`config.mk`:
```
export PLATFORM = sky130hd
export DESIGN_NAME = axi_mm_patgen_top
export DESIGN_NICKNAME = d
export VERILOG_FILES = /design/src/rtl/axi_mm_patgen_pkg.sv /design/src/rtl/axi_mm_patgen_lfsr.sv /design/src/rtl/axi_mm_patgen_top.sv
export SDC_FILE = /design/constraint.sdc
export NUM_CORES = 1
export LEC_CHECK = 0
export ABC_AREA = 1
export BUFFER_PORTS_ARGS = -buffer_cell sky130_fd_sc_hd__buf_2
export CAP_MARGIN = 40
export CORE_AREA = 2 2 106 108
export DETAILED_ROUTE_END_ITERATION = 10
export DIE_AREA = 0 0 108 110
export PLACE_DENSITY = 0.75
export SETUP_SLACK_MARGIN = 0.4
export SYNTH_ARGS = -nofsm -noshare
export SYNTH_HDL_FRONTEND = slang
export SYNTH_SLANG_ARGS = --single-unit
export TNS_END_PERCENT = 30
```
`constraint.sdc`:
```
create_clock -name wrclk -period 5.4 [get_ports wrclk]
set_clock_uncertainty 0.15 [all_clocks]
set_input_delay 0.54 -clock wrclk [delete_from_list [all_inputs] [get_ports wrclk]]
set_output_delay 0.54 -clock wrclk [all_outputs]
set_load 0.05 [all_outputs]
```
`src/rtl/axi_mm_patgen_pkg.sv`:
```
// Shared definitions for the AXIST transmit pattern generator.
// Contents: LFSR polynomial, default seed, lane width, FSM state encoding,
// and the helper that builds one 128-bit beat word from LFSR state and index.
package axi_mm_patgen_pkg;

  localparam logic [31:0] LFSR_POLY    = 32'h0040_0007;
  localparam logic [31:0] DEFAULT_SEED = 32'h1234_5678;
  localparam int          LANE_W       = 128;

  typedef enum logic [1:0] {
    IDLE = 2'd0,
    LOAD = 2'd1,
    SEND = 2'd2,
    DONE = 2'd3
  } state_e;

  // Beat layout: {lfsr, ~lfsr, zero-extended index, lfsr ^ replicated index}
  function automatic logic [LANE_W-1:0] beat_word(input logic [31:0] lfsr,
                                                  input logic [7:0]  idx);
    return {lfsr, ~lfsr, 24'h0, idx, lfsr ^ {4{idx}}};
  endfunction

endpackage

```
`src/rtl/axi_mm_patgen_lfsr.sv`:
```
// 32-bit Galois LFSR (left shift) used as the pattern source.
// Ports:
//   clk_i  - clock
//   rst_i  - asynchronous active-high reset, loads SEED
//   load_i - synchronous reload with SEED (takes priority over adv_i)
//   adv_i  - advance one step
//   lfsr_o - current 32-bit state
module axi_mm_patgen_lfsr
  import axi_mm_patgen_pkg::*;
#(
  parameter logic [31:0] SEED = DEFAULT_SEED
) (
  input  logic        clk_i,
  input  logic        rst_i,
  input  logic        load_i,
  input  logic        adv_i,
  output logic [31:0] lfsr_o
);

  logic [31:0] lfsr_q, lfsr_d;

  always_comb begin
    lfsr_d = lfsr_q;
    if (load_i) begin
      lfsr_d = SEED;
    end else if (adv_i) begin
      lfsr_d = {lfsr_q[30:0], 1'b0} ^ (lfsr_q[31] ? LFSR_POLY : 32'h0);
    end
  end

  always_ff @(posedge clk_i or posedge rst_i) begin
    if (rst_i) lfsr_q <= SEED;
    else       lfsr_q <= lfsr_d;
  end

  assign lfsr_o = lfsr_q;

endmodule

```
`src/rtl/axi_mm_patgen_top.sv`:
```
// AXIST transmit pattern generator. Streams LFSR-derived beats with a
// valid/ready handshake and mirrors each accepted beat to the checker's
// expected-data FIFO. Counted runs (patgen_cnt beats, 0 = 256) or continuous
// mode (cntuspatt_en).
//
// Handshake: a beat transfers on a cycle where axist_valid & axist_tready.
// Once axist_valid is high, axist_valid and axist_data hold until that
// transfer; chkr_fifo_full only gates raising axist_valid for a new beat.
//
// Ports:
//   wrclk, rst           - clock, async active-high reset
//   patgen_en            - rising edge starts a counted run
//   patgen_cnt[7:0]      - beats per counted run, 0 means 256
//   cntuspatt_en         - continuous mode enable (rising edge also starts)
//   chkr_fifo_full       - blocks launch of a new beat
//   axist_tready         - sink ready
//   axist_valid/_data    - beat stream
//   patgen_din/_din_wr   - copy of accepted beat + strobe, same cycle as accept
//   patgen_busy          - high in LOAD and SEND
//   patgen_done          - one-cycle pulse at run end
//   dbg_state[1:0]       - FSM state for observation
//   err_inj              - only with AXI_MM_PATGEN_ERR_INJ_EN: flips bit 0 of
//                          the next launched beat on axist_data only
module axi_mm_patgen_top
  import axi_mm_patgen_pkg::*;
#(
  parameter int          LEADER_MODE = 1,
  parameter logic [31:0] SEED        = DEFAULT_SEED,
  localparam int         DW          = LEADER_MODE * LANE_W
) (
  input  logic          wrclk,
  input  logic          rst,
  input  logic          patgen_en,
  input  logic [7:0]    patgen_cnt,
  input  logic          cntuspatt_en,
  input  logic          chkr_fifo_full,
  input  logic          axist_tready,
`ifdef AXI_MM_PATGEN_ERR_INJ_EN
  input  logic          err_inj,
`endif
  output logic          axist_valid,
  output logic [DW-1:0] axist_data,
  output logic [DW-1:0] patgen_din,
  output logic          patgen_din_wr,
  output logic          patgen_busy,
  output logic          patgen_done,
  output logic [1:0]    dbg_state
);

  state_e      state_q, state_d;
  logic        en_q, en_prev_q, cnt_en_q, cnt_en_prev_q;
  logic        valid_q, valid_d;
  logic [7:0]  idx_q, idx_d;
  logic [8:0]  rem_q, rem_d;
  logic        cont_q, cont_d;
  logic        lfsr_load, launch, more;
  logic        start, accept, corrupt_q;
  logic [31:0] lfsr;
  logic [DW-1:0] pristine;

  axi_mm_patgen_lfsr #(.SEED(SEED)) u_lfsr (
    .clk_i  (wrclk),
    .rst_i  (rst),
    .load_i (lfsr_load),
    .adv_i  (accept),
    .lfsr_o (lfsr)
  );

  always_ff @(posedge wrclk or posedge rst) begin
    if (rst) begin
      en_q          <= 1'b0;
      en_prev_q     <= 1'b0;
      cnt_en_q      <= 1'b0;
      cnt_en_prev_q <= 1'b0;
    end else begin
      en_q          <= patgen_en;
      en_prev_q     <= en_q;
      cnt_en_q      <= cntuspatt_en;
      cnt_en_prev_q <= cnt_en_q;
    end
  end

  assign start  = (en_q & ~en_prev_q) | (cnt_en_q & ~cnt_en_prev_q);
  assign accept = valid_q & axist_tready;

  always_comb begin
    state_d   = state_q;
    valid_d   = valid_q;
    idx_d     = idx_q;
    rem_d     = rem_q;
    cont_d    = cont_q;
    lfsr_load = 1'b0;
    launch    = 1'b0;
    more      = 1'b0;
    case (state_q)
      IDLE: if (start) state_d = LOAD;
      LOAD: begin
        lfsr_load = 1'b1;
        idx_d     = 8'd0;
        rem_d     = (patgen_cnt == 8'd0) ? 9'd256 : {1'b0, patgen_cnt};
        cont_d    = cnt_en_q;
        valid_d   = 1'b0;
        state_d   = SEND;
      end
      SEND: begin
        if (accept) begin
          idx_d = idx_q + 8'd1;
          rem_d = rem_q - 9'd1;
        end
        // "more" = another beat may be launched after this cycle
        if (cont_q) more = cnt_en_q;
        else        more = accept ? (rem_q > 9'd1) : (rem_q != 9'd0);
        launch  = (~valid_q | accept) & ~chkr_fifo_full & more;
        valid_d = (valid_q & ~accept) | launch;
        if (!more && (!valid_q || accept)) state_d = DONE;
      end
      DONE:    state_d = IDLE;
      default: state_d = IDLE;
    endcase
  end

  always_ff @(posedge wrclk or posedge rst) begin
    if (rst) begin
      state_q <= IDLE;
      valid_q <= 1'b0;
      idx_q   <= 8'd0;
      rem_q   <= 9'd0;
      cont_q  <= 1'b0;
    end else begin
      state_q <= state_d;
      valid_q <= valid_d;
      idx_q   <= idx_d;
      rem_q   <= rem_d;
      cont_q  <= cont_d;
    end
  end

`ifdef AXI_MM_PATGEN_ERR_INJ_EN
  logic arm_q;
  // arm_q waits for the next launch; corrupt_q marks the beat on the bus
  always_ff @(posedge wrclk or posedge rst) begin
    if (rst) begin
      arm_q     <= 1'b0;
      corrupt_q <= 1'b0;
    end else begin
      arm_q <= (arm_q & ~launch) | err_inj;
      if (launch)      corrupt_q <= arm_q;
      else if (accept) corrupt_q <= 1'b0;
    end
  end
`else
  assign corrupt_q = 1'b0;
`endif

  // Data is derived from LFSR/index registers, which only move on accept,
  // so it is stable while a beat is pending. Gated to zero when idle.
  assign pristine      = {LEADER_MODE{beat_word(lfsr, idx_q)}};
  assign axist_valid   = valid_q;
  assign axist_data    = valid_q ? (pristine ^ {{(DW-1){1'b0}}, corrupt_q}) : '0;
  assign patgen_din    = accept ? pristine : '0;
  assign patgen_din_wr = accept;
  assign patgen_busy   = (state_q == LOAD) || (state_q == SEND);
  assign patgen_done   = (state_q == DONE);
  assign dbg_state     = state_q;

endmodule

```
==> results by group, run 1 <==
Clocking
  • Longest Clk Path Bufs: 2
  • H-Tree Depth: 3
  • Total CTS buffers: 9
  • Root buf cell: clkbuf_8
  • Post-CTS Resized: 0
  • Worst skew pair latency: 0.34 ns
  • TritonCTS clock tree: built
  • Hold Buf Count CTS: 0
  • CTS clk-pin slew, worst paths: 0.08 ns
  • CTS sink cnt: 57
  • Setup Buffers After CTS: 0

Critical path
  • Max stage delay cell, worst path: nor2_1
  • CP Launch Type: flop
  • Critical path fanouts, max: 20
  • CP most frequent cell: inv_1
  • CP delay by family, top: simple AND/OR/NAND/NOR gates
  • Cell Chain, Critical Path: inv_1, ha_1, inv_1, nor2_1, inv_2, nand2_1, o221ai_1, o21ai_1
  • Critical Path AT: 3.22 ns
  • Worst setup EP type: flop
  • WP data required: 5.51 ns
  • Slowest stage delay, CP: 0.64 ns
  • Buf+Inv Stages, Crit Path: 3
  • WS Path Type: reg -> reg

Power and ir drop
  • Overall Power: 3.12 mW
  • Pwr dens: 560 nW/µm²
  • Standby leakage power: 3.54 nW
  • Max rail drop VDD: 0.377 mV

Finish
  • Nets: 884
  • Multi-input logic area: 2190 µm²
  • Most frequent cells in the layout: buf_2, nor2_1, inv_1
  • Area growth, synth to finish: 26.6%
  • Finished Core Util: 52.0%
  • Post-Layout Cell Count: 1006
  • Share of cells above drive strength 1: 32.1%
  • Commonest non-fill, non-tap cell in the layout: buf_2
  • Final instance area: 5570 µm²
  • Register area: 1440 µm²
  • Diodes inserted: 0
  • Number of fill cells: 1120

Timing
  • Final hold viol count: 0
  • Fin worst setup slack: 2.29 ns
  • Final setup viols: 0
  • Normalized max-slew margin: 48.1%
  • Max Clock Freq: 322 MHz
  • Fin crit share: 57.5%
  • Period minus WS final: 3.11 ns
  • Final hold slack: 0.163 ns
  • Worst slew pin tran: 0.776 ns
  • Setup TNS: 0 ns
  • Count of pins over their slew limit: 0
  • Unrepaired setup endpoints after global routing: no

Placed design
  • Inst Count DP: 990
  • Placed cell areas: 5370 µm²
  • Pre-CTS WS: 2.30 ns
  • Port bufs: 227
  • HPWL after DPL: 10600 µm
  • Gpl congestion: 0.882

Floorplan
  • Die Footprint: 11900 µm²
  • Num rows: 38
  • Initial Util: 41.1%
  • Top-level port count: 276
  • Chip height: 110 µm
  • Die W: 108 µm
  • Core Area: 10700 µm²

Synthesis
  • Ys Warns: 0
  • Syn_area_per_cell: 6.63 µm²
  • Post-Syn Area: 4400 µm²
  • Sequential area share after synthesis: 32.8%
  • Synth cell types: 33
  • #FFs+latches synth: 57
  • Synth Instances: 664

Route
  • Vias after detailed routing: 4676
  • Starting DRC count in detailed routing: 316
  • Drt pass-1 iters: 5
  • Total routed wirelength: 14600 µm
  • Post-route antenna net violation count: 0
  • Routed len/inst: 14.5 µm
  • Drt via density: 4.65
  • DRC viols: 0

GRT
  • Vias in the first global route: 3849
  • Congestion Overflow GR: 0
  • Initial antenna violation count: 0
  • Wire length of the first global-routing pass: 20700 µm
  • Gr usage total: 22.8%
  • Pin count of the biggest net entering global routing: 58

Run status
  • Outcome: finished clean

Flow run
  • Maxcap violations: 0

Min path
  • Hold Crit Class: in -> reg
[cell usage after synthesis]
| cell | instances | area, µm² |
|---|---|---|
| nor4_1 | 2 | 12.5 |
| a31oi_1 | 1 | 6.26 |
| o21ai_1 | 6 | 30.0 |
| nand2_1 | 81 | 304 |
| clkbuf_1 | 14 | 52.6 |
| nand3_1 | 10 | 50.1 |
| inv_1 | 90 | 338 |
| o221ai_1 | 2 | 17.5 |
| nand4_1 | 1 | 6.26 |
| buf_1 | 4 | 15.0 |
| o32ai_1 | 2 | 17.5 |
| nor2_1 | 197 | 739 |
| o22ai_1 | 19 | 119 |
| conb_1 | 1 | 3.75 |
| dfstp_2 | 13 | 342 |
| nand2_4 | 1 | 11.3 |
| nor4_2 | 1 | 12.5 |
| xor2_1 | 2 | 17.5 |
| a211oi_1 | 2 | 15.0 |
| nand2_2 | 1 | 6.26 |
| o211ai_1 | 3 | 22.5 |
| o21ai_0 | 28 | 140 |
| o31ai_1 | 1 | 7.51 |
| or2_2 | 1 | 6.26 |
| buf_2 | 23 | 115 |
| or2_1 | 1 | 6.26 |
| buf_4 | 51 | 383 |
| ha_1 | 9 | 113 |
| a21oi_1 | 6 | 30.0 |
| inv_2 | 10 | 37.5 |
| xnor2_1 | 36 | 315 |
| dfrtp_1 | 44 | 1100 |
| inv_4 | 1 | 6.26 |
[worst reg2reg max path, cell delays in order, from the launching register on]
cell and delay (ns):
dfrtp_1 0.44, inv_1 0.13, ha_1 0.51, inv_1 0.18, nor2_1 0.64, inv_2 0.13, nand2_1 0.52, o221ai_1 0.24
o21ai_1 0.12
[cell type report]
class,count,share of cell area (%)
clock buffer,9,2.22
tap,140,3.15
multi-input combinational,461,39.3
clock inverter,7,1.42
inverter,101,6.85
timing repair buffer,231,21.2
sequential,57,25.9
[cell families after synthesis]
group,after synthesis,synth area share (%)
flip-flops,57,32.8
buffers and inverters,193,21.5
AO/OA/AOI/OAI,70,9.22
AND/OR/NAND/NOR,296,26.3
XOR/XNOR,38,7.57
adder cells (fa/ha/maj),9,2.56
other,1,0.0852
[report_power, final]
part | internal [mW] | switching [mW]
logic | 0.423 | 1.57
registers | 0.555 | 0.160
clock network | 0.217 | 0.192
[metal layers]
layer / GRT usage (%) / vias to the layer above / wire length (µm)
met5: 0 / - / 0
met1: 29.0 / 2183 / 6080
li1: - / 2294 / -
met4: 5.68 / 0 / 157
met3: 3.53 / 14 / 862
met2: 40.7 / 185 / 7480
[flip-flops by register name, summed over array words and instances (netlist names)]
name / cells
u_lfsr.lfsr_o: 32
dbg_state: 2
cont_q: 1
cnt_en_q: 1
en_q: 1
rem_q: 9
idx_q: 8
axist_valid: 1
cnt_en_prev_q: 1
en_prev_q: 1
[final timing paths]
kind / startpoint / to / slack (ns) / cells after the start
min reg2reg: en_q / en_prev_q / 0.25 / 0
max: dbg_state[0] / rem_q[4] / 2.29 / 8
max reg2reg: dbg_state[0] / rem_q[4] / 2.29 / 8
min in group asynchronous: rst / rem_q[6] / 0.26 / 3
max in group asynchronous: rst / axist_valid / 4.32 / 3
min: patgen_en / en_q / 0.16 / 1
No activity file was read; power rests on OpenSTA's default activity.
==> inputs of run 2 (changes only) <==
Settings changed: ABC_AREA 1 to 0, CORE_AREA 2 2 106 108 to default, CORE_MARGIN from default to 2, CORE_UTILIZATION from default to 40, DIE_AREA 0 0 108 110 to default, PLACE_DENSITY 0.75 to 0.76.
Clock period 5.4 ns to 2.6 ns, I/O delays scaled along.
==> run 2 against run 1 <==
Net effect: design area up 13%; critical endpoint is now patgen_din[27]; critical path depth down 5; clock power grew to 3.0 times the previous value; critical path type is now reg -> out; global-route usage up 0.32 points; worst setup slack worse by 1.8 ns; hold slack lost 0.11 ns; sequential share of layout area shrank 2.9 points; non-clock buffer count grew 14; final cell count decreased by 6.1%; flip-flop and latch count did not move; largest cell class unchanged.
==> results by group, run 2 <==
Power and ir drop
  • Standby leakage power: 3.84 nW
  • Max rail drop VDD: 0.902 mV
  • Reg power frac: 27.8%
  • Sw Ratio: 52.6%
  • Clock share of power: 19.7%
  • Pwr dens: 985 nW/µm²
  • Overall Power: 6.21 mW
  • Comb pwr share: 52.5%
  • Int Power: 2.94 mW
  • Net Switching: 3.27 mW

Finish
  • Most frequent cells in the layout: buf_2, and2_1, and3_1
  • Share of cells above drive strength 1: 43.1%
  • Final instance area: 6300 µm²
  • Nets: 820
  • Multi-input logic area: 2890 µm²
  • Commonest non-fill, non-tap cell in the layout: buf_2
  • Max FFs per register: 32
  • Diodes inserted: 0
  • Area growth, synth to finish: 35.4%
  • Register area: 1450 µm²
  • Number of fill cells: 1099

Critical path
  • Buf+Inv Stages, Crit Path: 1
  • Worst setup EP type: output pin
  • CP Launch Type: flop
  • Slowest stage delay, CP: 0.68 ns
  • WP data required: 2.19 ns
  • WS Path Type: reg -> out
  • CP delay by family, top: flip-flops
  • Critical path fanouts, max: 10
  • Cell Chain, Critical Path: xor2_1, and3_1, buf_2
  • Max stage delay cell, worst path: dfrtp_1
  • Critical Path AT: 1.72 ns
  • Worst R2R Setup Slack: 0.50 ns

Floorplan
  • Initial Util: 40.9%
  • Core Area: 11400 µm²
  • Die Footprint: 12500 µm²
  • Die W: 112 µm
  • Num rows: 39
  • Top-level port count: 276
  • Chip height: 112 µm

Route
  • Post-route antenna net violation count: 0
  • DRC viols: 0
  • Starting DRC count in detailed routing: 310
  • Routed len/inst: 16.2 µm
  • Drt pass-1 iters: 4
  • Drt via density: 5.03
  • Total routed wirelength: 15300 µm
  • Vias after detailed routing: 4753

Timing
  • Count of pins over their slew limit: 0
  • Normalized max-slew margin: 55.6%
  • Final hold viol count: 0
  • Final setup viols: 0
  • Max Clock Freq: 469 MHz
  • Period minus WS final: 2.13 ns
  • Fin crit share: 82.0%
  • Setup TNS: 0 ns
  • Unrepaired setup endpoints after global routing: yes
  • Worst slew pin tran: 0.665 ns

GRT
  • Congestion Overflow GR: 0
  • Gr usage total: 23.1%
  • Initial antenna violation count: 0
  • Wire length of the first global-routing pass: 23100 µm
  • Vias in the first global route: 4182
  • Pin count of the biggest net entering global routing: 119

Min path
  • Hold Crit Class: in -> reg

Synthesis
  • Ys flop type: dfrtp_1
  • Ys Warns: 0
  • Sequential area share after synthesis: 31.0%
  • Synth cell types: 47
  • Synth Instances: 596
  • Post-synth top area cell: dfrtp_1
  • Syn_area_per_cell: 7.81 µm²
  • #FFs+latches synth: 57
  • Post-synth top cells: and2_1, and3_1, buf_4
  • Area contributors post-synth: dfrtp_1, and2_1, and3_1
  • Post-synth ARST share: 100%
  • Most frequent cell after synthesis: and2_1
  • EDFF count, synth: 0
  • Share of the synthesized area in the top cell type: 23.6%
  • Post-Syn Area: 4660 µm²

Flow run
  • Maxcap violations: 0

Clocking
  • CTS sink cnt: 57
  • Root buf cell: clkbuf_16
  • CTS clk-pin slew, worst paths: 0.06 ns
  • Longest Clk Path Bufs: 2
  • H-Tree Depth: 3
  • Worst skew pair latency: 0.32 ns
  • Total CTS buffers: 9
  • TritonCTS clock tree: built

Placed design
  • Placed cell areas: 5890 µm²
  • HPWL after DPL: 10700 µm
  • Port bufs: 227
  • Gpl congestion: 0.849

Run status
  • Outcome: finished clean
-- run 2: cell types whose count changed after synthesis, sizes merged, moves of 34 or more --
| cell | delta |
|---|---|
| and2 | +73 |
| and3 | +59 |
| inv | -75 |
| nand2 | -40 |
| nor2 | -150 |
| nor2b | +34 |
-- run 2: area by class of cell --
| type | instances | share of cell area [%] |
|---|---|---|
| inverters | 26 | 1.61 |
| clock inverters | 4 | 0.794 |
| clock buffers | 12 | 4.23 |
| repair buffers | 245 | 21.7 |
| multi-input cells | 458 | 45.8 |
| well taps | 143 | 2.84 |
| flip-flops and latches | 57 | 23.0 |
-- run 2: metal layers --
metal	vias to the layer above	part of all wire, %	global-route usage [%]
met2	206	50	40.4
li1	2257	-	-
met1	2275	42	29.2
met3	15	7.0	5.61
met4	0	0.81	5.02
met5	-	0	0
-- run 2: path summary, 6_finish.rpt --
check,from,end,depth (start not counted)
worst max-delay path,idx_q[3],patgen_din[27],3
worst min-delay path,patgen_cnt[7],rem_q[7],3
worst max register to register,rem_q[0],rem_q[6],6
worst min register to register,en_q,en_prev_q,0
max in group asynchronous,rst,u_lfsr.lfsr_o[6],4
min in group asynchronous,rst,cnt_en_prev_q,3
-- run 2: power by group through the flow --
stage	combinational (mW)	sequential (mW)	clock (mW)
2_1_floorplan	2.65	1.58	0
3_3_place_gp	3.18	1.73	0
3_5_place_dp	3.20	1.74	0
4_1_cts	3.23	1.73	1.25
5_1_grt	3.49	1.79	1.28
6_report	3.26	1.73	1.22
-- run 2: repair_timing --
item / in CTS / in global routing
hold endpoints to repair: 27 / 0
setup buffers: 3 / 0
setup endpoints to repair: 17 / 113
cloned: 0 / 1
gates resized for setup: 1 / 5
hold buffers: 3 / 0
-- run 2: worst register-to-register path, delay by kind of cell, from the launching register on --
| family | cells | cell delay (ns) |
|---|---|---|
| DFF | 1 | 0.43 |
| AOI/OAI and AO/OA | 2 | 0.28 |
| and+or+nand+nor | 2 | 0.77 |
| adders and majority gates | 1 | 0.25 |
| buffers and inverters | 1 | 0.11 |
-- run 2: metrics by stage --
stage / hold WS, ns / setup WS [ns] / instances / utilization, %
CTS: 0.0288 / 0.405 / 944 / 55.1
floorplan: 0.141 / 0.398 / 643 / -
finish: 0.0510 / 0.469 / 945 / 55.4
global route: 0.0621 / 0.364 / 945 / 55.4
global placement: 0.207 / 0.545 / 922 / 51.8
detailed placement: 0.212 / 0.511 / 922 / 51.8
-- run 2: kinds of logic after synthesis --
logic type / Yosys count / synth area share [%]
flip-flops: 57 / 31.0
adder cells (fa/ha/maj): 9 / 2.42
buffers and inverters: 128 / 14.5
AND/OR/NAND/NOR: 286 / 33.5
XOR/XNOR: 37 / 6.96
AO/OA/AOI/OAI: 77 / 11.4
multiplexers: 1 / 0.242
other: 1 / 0.0805
